## config.mk

```make
export PLATFORM = sky130hd
export DESIGN_NAME = branch_tag_allocator
export DESIGN_NICKNAME = d
export VERILOG_FILES = /design/src/rtl/branch_tag_allocator_pkg.sv /design/src/rtl/branch_tag_allocator_free_tag_selector.sv /design/src/rtl/branch_tag_allocator.sv
export SDC_FILE = /design/constraint.sdc
export NUM_CORES = 1
export LEC_CHECK = 0
export CORE_AREA = 4 4 113 195
export CTS_CLUSTER_DIAMETER = 30
export DETAILED_ROUTE_END_ITERATION = 6
export DIE_AREA = 0 0 117 199
export GPL_ROUTABILITY_DRIVEN = 0
export REMOVE_ABC_BUFFERS = 1
export SLEW_MARGIN = 20
export SYNTH_ARGS = -nofsm -noshare
export SYNTH_HDL_FRONTEND = slang
export SYNTH_SLANG_ARGS = --single-unit
export TNS_END_PERCENT = 50
```

## constraint.sdc

```tcl
create_clock -name clock -period 9.1 [get_ports clock]
set_input_delay 2.275 -clock clock [delete_from_list [all_inputs] [get_ports clock]]
set_output_delay 2.275 -clock clock [all_outputs]
set_load 0.03 [all_outputs]
```

## src/rtl/branch_tag_allocator_pkg.sv

```systemverilog
// Shared definitions for the branch tag allocator: default widths, the
// b_mask and dependency-matrix types, and a popcount helper.
`ifndef B_MASK_WIDTH
`define B_MASK_WIDTH 8
`endif
`ifndef N
`define N 3
`endif

package branch_tag_allocator_pkg;

  localparam int B_MASK_WIDTH   = `B_MASK_WIDTH;
  localparam int DISPATCH_WIDTH = `N;

  typedef logic [B_MASK_WIDTH-1:0] B_MASK;
  typedef logic [B_MASK_WIDTH-1:0][B_MASK_WIDTH-1:0] BTA_DEP_T;

  // Counts set bits; callers zero-extend narrower vectors into the 64-bit argument.
  function automatic int unsigned popcount(input logic [63:0] v);
    int unsigned c;
    c = 0;
    for (int i = 0; i < 64; i++) begin
      c = c + 32'(v[i]);
    end
    return c;
  endfunction

endpackage

```

## src/rtl/branch_tag_allocator_free_tag_selector.sv

```systemverilog
// Picks the DISPATCH_W lowest-index free tags as one-hot vectors, with a
// valid bit telling whether each pick found a free tag at all.
module free_tag_selector #(
  parameter int NUM_TAGS   = 8,
  parameter int DISPATCH_W = 3
) (
  input  logic [NUM_TAGS-1:0]                 free_vec,
  output logic [DISPATCH_W-1:0][NUM_TAGS-1:0] sel_tag,
  output logic [DISPATCH_W-1:0]               sel_valid
);

  localparam logic [NUM_TAGS-1:0] ONE = NUM_TAGS'(1);

  logic [NUM_TAGS-1:0] remaining;

  // Peel off the lowest set bit repeatedly so pick j is the j-th lowest free tag.
  always_comb begin
    remaining = free_vec;
    sel_tag   = '0;
    sel_valid = '0;
    for (int j = 0; j < DISPATCH_W; j++) begin
      sel_tag[j]   = remaining & (~remaining + ONE);
      sel_valid[j] = |remaining;
      remaining    = remaining & ~sel_tag[j];
    end
  end

endmodule

```

## src/rtl/branch_tag_allocator.sv

```systemverilog
// Branch tag allocator: hands out one-hot checkpoint tags to dispatching
// branches in order, builds each slot's b_mask, and frees tags on resolve
// (a mispredict also frees every younger dependent tag).
// Optional statistics outputs are enabled with the BRANCH_TAG_STATS_EN macro.
module branch_tag_allocator
  import branch_tag_allocator_pkg::*;
#(
  parameter int NUM_TAGS   = B_MASK_WIDTH,
  parameter int DISPATCH_W = DISPATCH_WIDTH
) (
  input  logic                             clock,
  input  logic                             reset,
  input  logic [DISPATCH_W-1:0]            alloc_req,
  output logic [DISPATCH_W-1:0]            alloc_grant,
  output logic [DISPATCH_W*NUM_TAGS-1:0]   alloc_tag,
  output logic [DISPATCH_W*NUM_TAGS-1:0]   alloc_mask,
  input  logic                             resolve_valid,
  input  logic [NUM_TAGS-1:0]              resolve_tag,
  input  logic                             resolve_mispred,
  output logic [NUM_TAGS-1:0]              b_mask,
  output logic [$clog2(NUM_TAGS+1)-1:0]    free_count,
  output logic                             alloc_stall
`ifdef BRANCH_TAG_STATS_EN
  ,
  output logic [31:0]                      stall_cycles,
  output logic [$clog2(NUM_TAGS+1)-1:0]    peak_live
`endif
);

  localparam int FCW = $clog2(NUM_TAGS + 1);

  logic [NUM_TAGS-1:0]                 live, live_n;
  logic [NUM_TAGS-1:0][NUM_TAGS-1:0]   dep, dep_n;
  logic [NUM_TAGS-1:0]                 clear, kill, older;
  logic                                squash, open, resolve_hit;
  logic [DISPATCH_W-1:0]               slot_grant;
  logic [DISPATCH_W-1:0][NUM_TAGS-1:0] slot_tag, slot_mask, sel_tag;
  logic [DISPATCH_W-1:0]               sel_valid;
  int unsigned                         used;

  free_tag_selector #(
    .NUM_TAGS   (NUM_TAGS),
    .DISPATCH_W (DISPATCH_W)
  ) u_sel (
    .free_vec  (~live),
    .sel_tag   (sel_tag),
    .sel_valid (sel_valid)
  );

  // In-order grant with prefix-OR masks; a mispredict squashes the whole group.
  always_comb begin
    clear      = resolve_valid ? resolve_tag : '0;
    squash     = resolve_valid & resolve_mispred;
    slot_grant = '0;
    slot_tag   = '0;
    slot_mask  = '0;
    older      = '0;
    used       = 0;
    open       = 1'b1;
    for (int k = 0; k < DISPATCH_W; k++) begin
      slot_mask[k] = (live & ~clear) | older;
      if (alloc_req[k] && open) begin
        open = 1'b0;
        for (int j = 0; j < DISPATCH_W; j++) begin
          if ((j == used) && sel_valid[j] && !squash && !reset) begin
            slot_grant[k] = 1'b1;
            slot_tag[k]   = sel_tag[j];
            open          = 1'b1;
          end
        end
        if (slot_grant[k]) begin
          older = older | slot_tag[k];
          used  = used + 1;
        end
      end
    end
    alloc_stall = !squash && !reset && |(alloc_req & ~slot_grant);
  end

  assign alloc_grant = slot_grant;
  assign alloc_tag   = slot_tag;
  assign alloc_mask  = reset ? '0 : slot_mask;
  assign b_mask      = live;

  // Next-state live/dep: apply the resolve first, then record newly granted tags.
  always_comb begin
    resolve_hit = resolve_valid && |(resolve_tag & live);
    kill        = resolve_tag;
    for (int t = 0; t < NUM_TAGS; t++) begin
      if (|(dep[t] & resolve_tag)) kill[t] = 1'b1;
    end
    live_n = live;
    dep_n  = dep;
    if (resolve_hit) begin
      if (resolve_mispred) begin
        live_n = live & ~kill;
        for (int t = 0; t < NUM_TAGS; t++) begin
          if (kill[t]) dep_n[t] = '0;
        end
      end else begin
        live_n = live & ~resolve_tag;
        for (int t = 0; t < NUM_TAGS; t++) begin
          dep_n[t] = dep[t] & ~resolve_tag;
        end
      end
    end
    for (int k = 0; k < DISPATCH_W; k++) begin
      if (slot_grant[k]) begin
        live_n = live_n | slot_tag[k];
        for (int t = 0; t < NUM_TAGS; t++) begin
          if (slot_tag[k][t]) dep_n[t] = slot_mask[k];
        end
      end
    end
  end

  // Live tags, dependency matrix and free count are all updated together.
  always_ff @(posedge clock or posedge reset) begin
    if (reset) begin
      live       <= '0;
      dep        <= '0;
      free_count <= FCW'(NUM_TAGS);
    end else begin
      live       <= live_n;
      dep        <= dep_n;
      free_count <= FCW'(NUM_TAGS - int'(popcount(64'(live_n))));
    end
  end

`ifdef BRANCH_TAG_STATS_EN
  // Saturating stall counter and high-water mark of live tags.
  always_ff @(posedge clock or posedge reset) begin
    if (reset) begin
      stall_cycles <= '0;
      peak_live    <= '0;
    end else begin
      if (alloc_stall && (stall_cycles != 32'hFFFF_FFFF)) begin
        stall_cycles <= stall_cycles + 32'd1;
      end
      if (popcount(64'(live_n)) > 32'(peak_live)) begin
        peak_live <= FCW'(popcount(64'(live_n)));
      end
    end
  end
`endif

  // Resolving a tag that is not live means complete and dispatch disagree.
  resolve_of_live_tag: assert property (@(posedge clock) disable iff (reset)
    resolve_valid |-> |(resolve_tag & live));

endmodule
```

# Yosys cells after proc, flatten, opt, wreduce, memory -nomap -nowiden
# Index checks and enable logic that the tools add are counted.
totals:
  register_bits: 76
  word_cells: 196
  output_inout_bits: 64
  in_bits: 15
op_classes:
  n_addsub: 12
  mux: 85
  eq_ne: 4
  reduce_logical: 42
  bitwise: 43
op_table:
  columns: ["cell", "n"]
  rows:
  - ["$mux 8", 53]
  - ["$mux 64", 5]
  - ["$and 8x8->8", 25]
  - ["$reduce_or 8->1", 12]
  - ["$not 8->8", 9]
  - ["$eq 1x32->1 const A", 2]
  - ["$eq 2x32->1 const A", 2]
  - ["$logic_not 32->1", 2]
  - ["$mux 32", 2]
  - ["$or 8x8->8", 6]
  - ["$add 32x1->32 const B", 1]
  - ["$logic_and 1x1->1", 25]
  - ["$add 8x1->8 const B", 3]
  - ["$mux 1", 24]
  - ["$mux 24", 1]
  - ["$add 4x1->4", 4]
  - ["$add 3x1->4", 1]
  - ["$sub 4x4->4 const A", 1]
  - ["$add 2x1->3", 1]
  - ["$and 3x3->3", 1]
  - ["$not 3->3", 1]
  - ["$reduce_or 3->1", 1]
  - ["$add 1x1->2", 1]
  - ["$logic_not 1->1", 2]
  - ["$and 1x1->1", 1]

# Depth between registers and ports, before layout
logic_depth:
  ltp_word: 37
  ltp_mapped: 26
  depth_no_buf: 23

# Modules after synthesis
# From an unflattened synthesis, not the netlist that was laid out.
unflattened:
  cells_unflattened: 765
  hier_area_um2: 6023.3
by_module_without_submodules:
  columns: ["mod", "cells_each", "seq_area_each_um2", "area_per_inst_um2", "n_inst"]
  rows:
  - ["branch_tag_allocator", 666, 1702.9, 5390.2, 1]
  - ["free_tag_selector", 99, 0.0, 633.1, 1]

# Worst setup path after synthesis
# Ideal clock, no wire load.
synth_timing:
  kind: "input port to output port"
  startpoint: "input port resolve_mispred"
  endpoint: "output port alloc_tag[18]"
  path_stages: 15
  slack_ps: 1678
  required_time_ps: 6825
  n_path_buf: 3
  arrival_ps: 5147
  path_cell_list: "clkbuf_1 a21oi_2 and2_1 buf_2 o21ai_0 inv_1 ha_1 nand4b_1 a31oi_1 nand2_2 o21ai_2 o21ai_1 or3_1 buf_2 inv_1"
synth_between:
  elab_chain_len: 26
  elab_cells_between_ends: 47
  classes_between: "add/sub (1); eq/ne (4); mux (16); bitwise (1); reduce/logical (25)"
synth_rtl:
  columns: ["element", "line", "text"]
  rows:
  - ["start, declared", "branch_tag_allocator.sv:19", "input logic resolve_mispred,"]
  - ["$and 1x1->1 (*)", "branch_tag_allocator.sv:53", "squash = resolve_valid & resolve_mispred;"]
  - ["$logic_not 1->1 (*)", "branch_tag_allocator.sv:65", "if ((j == used) && sel_valid[j] && !squash && !reset) begin"]
  - ["$logic_and 1x1->1 (2 in a row)", "branch_tag_allocator.sv:65", null]
  - ["$mux 1", "branch_tag_allocator.sv:65", null]
  - ["$mux 1", "branch_tag_allocator.sv:62", "if (alloc_req[k] && open) begin"]
  - ["$mux 1", "branch_tag_allocator.sv:71", "if (slot_grant[k]) begin"]
  - ["$mux 1", "branch_tag_allocator.sv:62", null]
  - ["$logic_not 32->1", "branch_tag_allocator.sv:65", null]
  - ["$logic_and 1x1->1 (3 in a row)", "branch_tag_allocator.sv:65", null]
  - ["$mux 1 (3 in a row)", "branch_tag_allocator.sv:65", null]
  - ["$mux 1", "branch_tag_allocator.sv:62", null]
  - ["$mux 32", "branch_tag_allocator.sv:71", null]
  - ["$mux 32", "branch_tag_allocator.sv:62", null]
  - ["$logic_not 32->1", "branch_tag_allocator.sv:65", null]
  - ["$logic_and 1x1->1 (3 in a row)", "branch_tag_allocator.sv:65", null]
  - ["$mux 8 (3 in a row)", "branch_tag_allocator.sv:65", null]
  - ["$mux 8 (*)", "branch_tag_allocator.sv:62", null]
  - ["end, declared", "branch_tag_allocator.sv:15", "output logic [DISPATCH_W*NUM_TAGS-1:0] alloc_tag,"]
# Mark *: on every way between the ends. The rest lies on a longest branch, timed or not. The select of a mux whose other input is x is not followed.

# Final worst setup path
layout_timing:
  startpoint: "input port resolve_valid"
  endpoint: "output port alloc_tag[21]"
layout_between:
  elab_chain_len: 26
  elab_cells_between_ends: 47
  classes_between: "add/sub (1); eq/ne (4); mux (16); bitwise (1); reduce/logical (25)"
layout_rtl:
  columns: ["element", "line", "text"]
  rows:
  - ["start, declared", "branch_tag_allocator.sv:17", "input logic resolve_valid,"]
  - ["$and 1x1->1 (*)", "branch_tag_allocator.sv:53", null]
  - ["$logic_not 1->1 (*)", "branch_tag_allocator.sv:65", null]
  - ["$logic_and 1x1->1 (2 in a row)", "branch_tag_allocator.sv:65", null]
  - ["$mux 1", "branch_tag_allocator.sv:65", null]
  - ["$mux 1", "branch_tag_allocator.sv:62", null]
  - ["$mux 1", "branch_tag_allocator.sv:71", null]
  - ["$mux 1", "branch_tag_allocator.sv:62", null]
  - ["$logic_not 32->1", "branch_tag_allocator.sv:65", null]
  - ["$logic_and 1x1->1 (3 in a row)", "branch_tag_allocator.sv:65", null]
  - ["$mux 1 (3 in a row)", "branch_tag_allocator.sv:65", null]
  - ["$mux 1", "branch_tag_allocator.sv:62", null]
  - ["$mux 32", "branch_tag_allocator.sv:71", null]
  - ["$mux 32", "branch_tag_allocator.sv:62", null]
  - ["$logic_not 32->1", "branch_tag_allocator.sv:65", null]
  - ["$logic_and 1x1->1 (3 in a row)", "branch_tag_allocator.sv:65", null]
  - ["$mux 8 (3 in a row)", "branch_tag_allocator.sv:65", null]
  - ["$mux 8 (*)", "branch_tag_allocator.sv:62", null]
# Marks and branches as above.

==> flow_metrics.py <==
metrics = {
    "global_routing": {
        "grt_pass1_vias": 6564,
        "busiest_layer": "met2",
        "grt_overflow": 0,
        "grt_max_degree": 69,
        "grt_util_met1": 0.266,
        "grt_pass1_wl_mm": 40.0,
        "grt_usage": 0.231,
        "grtUsageMet2": 0.379,
        "use_met3": 0.0332,
        "antenna_found_initial": 0,
    },
    "cts": {
        "hold_buffers": 0,
        "clkTransAtPathRegs_ns": 0.06,
        "cts_tree": "done",
        "cts_buffers": 9,
        "postCtsSetupRepairBufs": 0,
        "clock-root-buffer": "clkbuf_16",
        "h-tree-depth": 3,
        "cts_buffer_depth": 2,
        "cts.repair.resized": 0,
        "insertion_delay_ns": 0.35,
        "clock_sinks": 68,
    },
    "die": {
        "top_level_ports": 79,
        "die_area_um2": 23300,
        "chipHeight_um": 199,
        "rows": 69,
        "placeableCoreArea_um2": 20400,
        "die_w_um": 117,
        "initial_core_util": 0.295,
    },
    "timing": {
        "fmax_mhz": 120,
        "fin_skew_ns": 0.00822,
        "rsz0062_at_grt": "false",
        "maxSlewHeadroom": 0.260,
        "worst_pin_slew_ns": 1.11,
        "finalMaxSlewViolations": 0,
        "final-hold-violation-count": 0,
        "period_share": 0.917,
        "fin_tns_setup_ns": 0,
        "finalCriticalPeriod_ns": 8.35,
        "finalSetupViolCount": 0,
    },
    "drt": {
        "vias": 6651,
        "drt_wl_total_mm": 26.7,
        "drc": 0,
        "drt.antenna.violating_nets": 0,
        "dr.pass1.iters": 6,
        "wl_per_cell_um": 25.0,
        "drt_iter0_drc": 709,
        "vias_per_cell": 6.23,
    },
    "critical_path": {
        "critical_path.max_stage_delay_ns": 0.66,
        "setup.worst_path.start": "resolve_valid",
        "crit_top_cell": "clkdlybuf4s50_1",
        "required_ns": 6.83,
        "crit_path_end_kind": "primary output",
        "path_max_fanout": 10,
        "start_kind": "input port",
        "crit_end": "alloc_tag[21]",
        "crit_type": "input port to primary output",
        "r2r-end": "free_count[2]",
        "cp.arrival_ns": 6.07,
        "crit_slowest_cell": "clkdlybuf4s50_1",
        "reg2reg_depth": 24,
        "r2r_slack_ns": 2.72,
        "cp_cell_sequence": "clkdlybuf4s50_1 > a21oi_2 > and2_1 > o21ai_1 > nand2_1 > ha_1 > nand4b_1 > a31oi_1 > nand2_2 > nor3_1 > o21bai_1 > buf_4 > inv_1 > clkdlybuf4s50_1",
        "rr_startpoint": "b_mask[1]",
    },
    "synth": {
        "avgSynthCellArea_um2": 7.93,
        "synth_edf_count": 0,
        "ys_types": 74,
        "syn-cell-area_um2": 6010,
        "synthCells": 758,
        "ys.warnings.count": 0,
        "ys.flop_type": "dfrtp_1",
        "synth-seq-cells": 68,
        "async_reset_ff_frac": 1.00,
        "ys_seq_area_frac": 0.283,
    },
    "flow_run": {
        "drv_cap": 0,
    },
    "cells_and_area": {
        "antenna_cells": 0,
        "layout_common_cells": "o211ai_1 (85), clkdlybuf4s50_1 (73), dfrtp_1 (67)",
        "design_area_um2": 7390,
        "fin_nets": 839,
        "area_delta_synth_final_pct": 23.0,
        "final_common_cell": "o211ai_1",
        "fin_util": 0.363,
        "drive_gt1_frac": 0.126,
        "n_fill_cell": 2139,
    },
    "place": {
        "place.port_buffers": 78,
        "dp_hpwl_mm": 18.7,
        "postPlaceCellArea_um2": 7110,
    },
    "power": {
        "p_total_mw": 1.93,
        "cellPowerDensity_nw_per_um2": 261,
        "p_leak_nw": 3.17,
        "peakVddDrop_mv": 0.0949,
    },
    "hold_path": {
        "hp-class": "register to register",
    },
    "outcome": {
        "status": "finished clean",
    },
}
[synth_stat cells, drive strengths merged, types with 2 or more instances]
library cell / count / area (µm²)
clkbuf: 53 / 199
nand2b: 7 / 43.8
a221oi: 16 / 140
a311oi: 2 / 17.5
or2: 10 / 62.6
a221o: 2 / 20.0
a21boi: 3 / 22.5
nand2: 55 / 209
xor2: 2 / 17.5
a22oi: 13 / 97.6
o22ai: 6 / 43.8
or3: 6 / 37.5
o21bai: 2 / 15.0
and3: 11 / 68.8
xnor2: 2 / 17.5
buf: 28 / 165
o2111ai: 2 / 17.5
a31oi: 4 / 25.0
and2: 12 / 75.1
inv: 40 / 150
mux2i: 61 / 611
a211o: 2 / 17.5
a22o: 8 / 70.1
nor3: 14 / 85.1
o21ai: 94 / 482
a21oi: 33 / 188
a211oi: 6 / 67.6
nand3: 24 / 125
nor2: 50 / 200
dfrtp: 67 / 1680
o211ai: 85 / 638
nor2b: 2 / 12.5
fa: 4 / 80.1
ha: 5 / 62.6
nand4: 6 / 43.8
[routing by layer]
metal | routed length (µm) | part of all wire
met3 | 1830 | 0.068
met1 | 9720 | 0.36
met2 | 12900 | 0.48
met4 | 2310 | 0.086
met5 | 0 | 0
[cells by family after synthesis]
logic type / Yosys count / share of synthesized area
AOI/OAI and AO/OA: 292 / 0.331
and+or+nand+nor: 202 / 0.167
DFF: 68 / 0.283
adders and majority gates: 10 / 0.0254
xor gates and xnor gates: 4 / 0.00583
buffers and inverters: 121 / 0.0855
muxes: 61 / 0.102
[worst min path at each step]
stage,startpoint,to,slack (ns),cells after the start
global route,dep[50],dep[50],0.77,4
floorplan,dep[14],dep[14],0.66,4
detailed placement,dep[55],dep[55],0.71,4
CTS,dep[55],dep[55],0.72,4
finish,dep[55],dep[55],0.71,4
global placement,dep[55],dep[55],0.69,4
[critical path, delay by kind of cell]
family	cells	cell delay, ns
buffers and inverters	4	1.51
AND/OR/NAND/NOR	5	1.00
AO/OA/AOI/OAI	4	1.03
adder cells (fa/ha/maj)	1	0.25
[registers in the layout, indices dropped and copies added, names as in the netlist]
signal      flops
dep            56
b_mask          8
free_count      4
[final cells by class]
type / count / area (µm²) / share of cell area
flip-flops and latches: 68 / 1700 / 0.230
clock buffers: 11 / 233 / 0.0315
repair buffers: 127 / 1150 / 0.155
clock inverters: 5 / 52.6 / 0.00711
multi-input cells: 569 / 3800 / 0.513
well taps: 248 / 310 / 0.0420
inverters: 40 / 150 / 0.0203
[metrics by stage]
stage / cells / setup WS [ns] / hold slack (ns)
4_1_cts: 1068 / 0.820 / 0.720
3_5_place_dp: 1052 / 0.825 / 0.707
5_1_grt: 1068 / 0.416 / 0.774
3_3_place_gp: 1052 / 0.875 / 0.686
6_report: 1068 / 0.751 / 0.714
2_1_floorplan: 677 / 1.10 / 0.660
[power breakdown]
part | internal (mW) | total, mW | switching [mW] | leakage, nW
registers | 0.396 | 0.475 | 0.0789 | 0.913
logic | 0.393 | 1.10 | 0.710 | 2.12
clock network | 0.211 | 0.353 | 0.142 | 0.139
total | 1.00 | 1.93 | 0.932 | 3.17
Power figures use the tool's default switching activity.
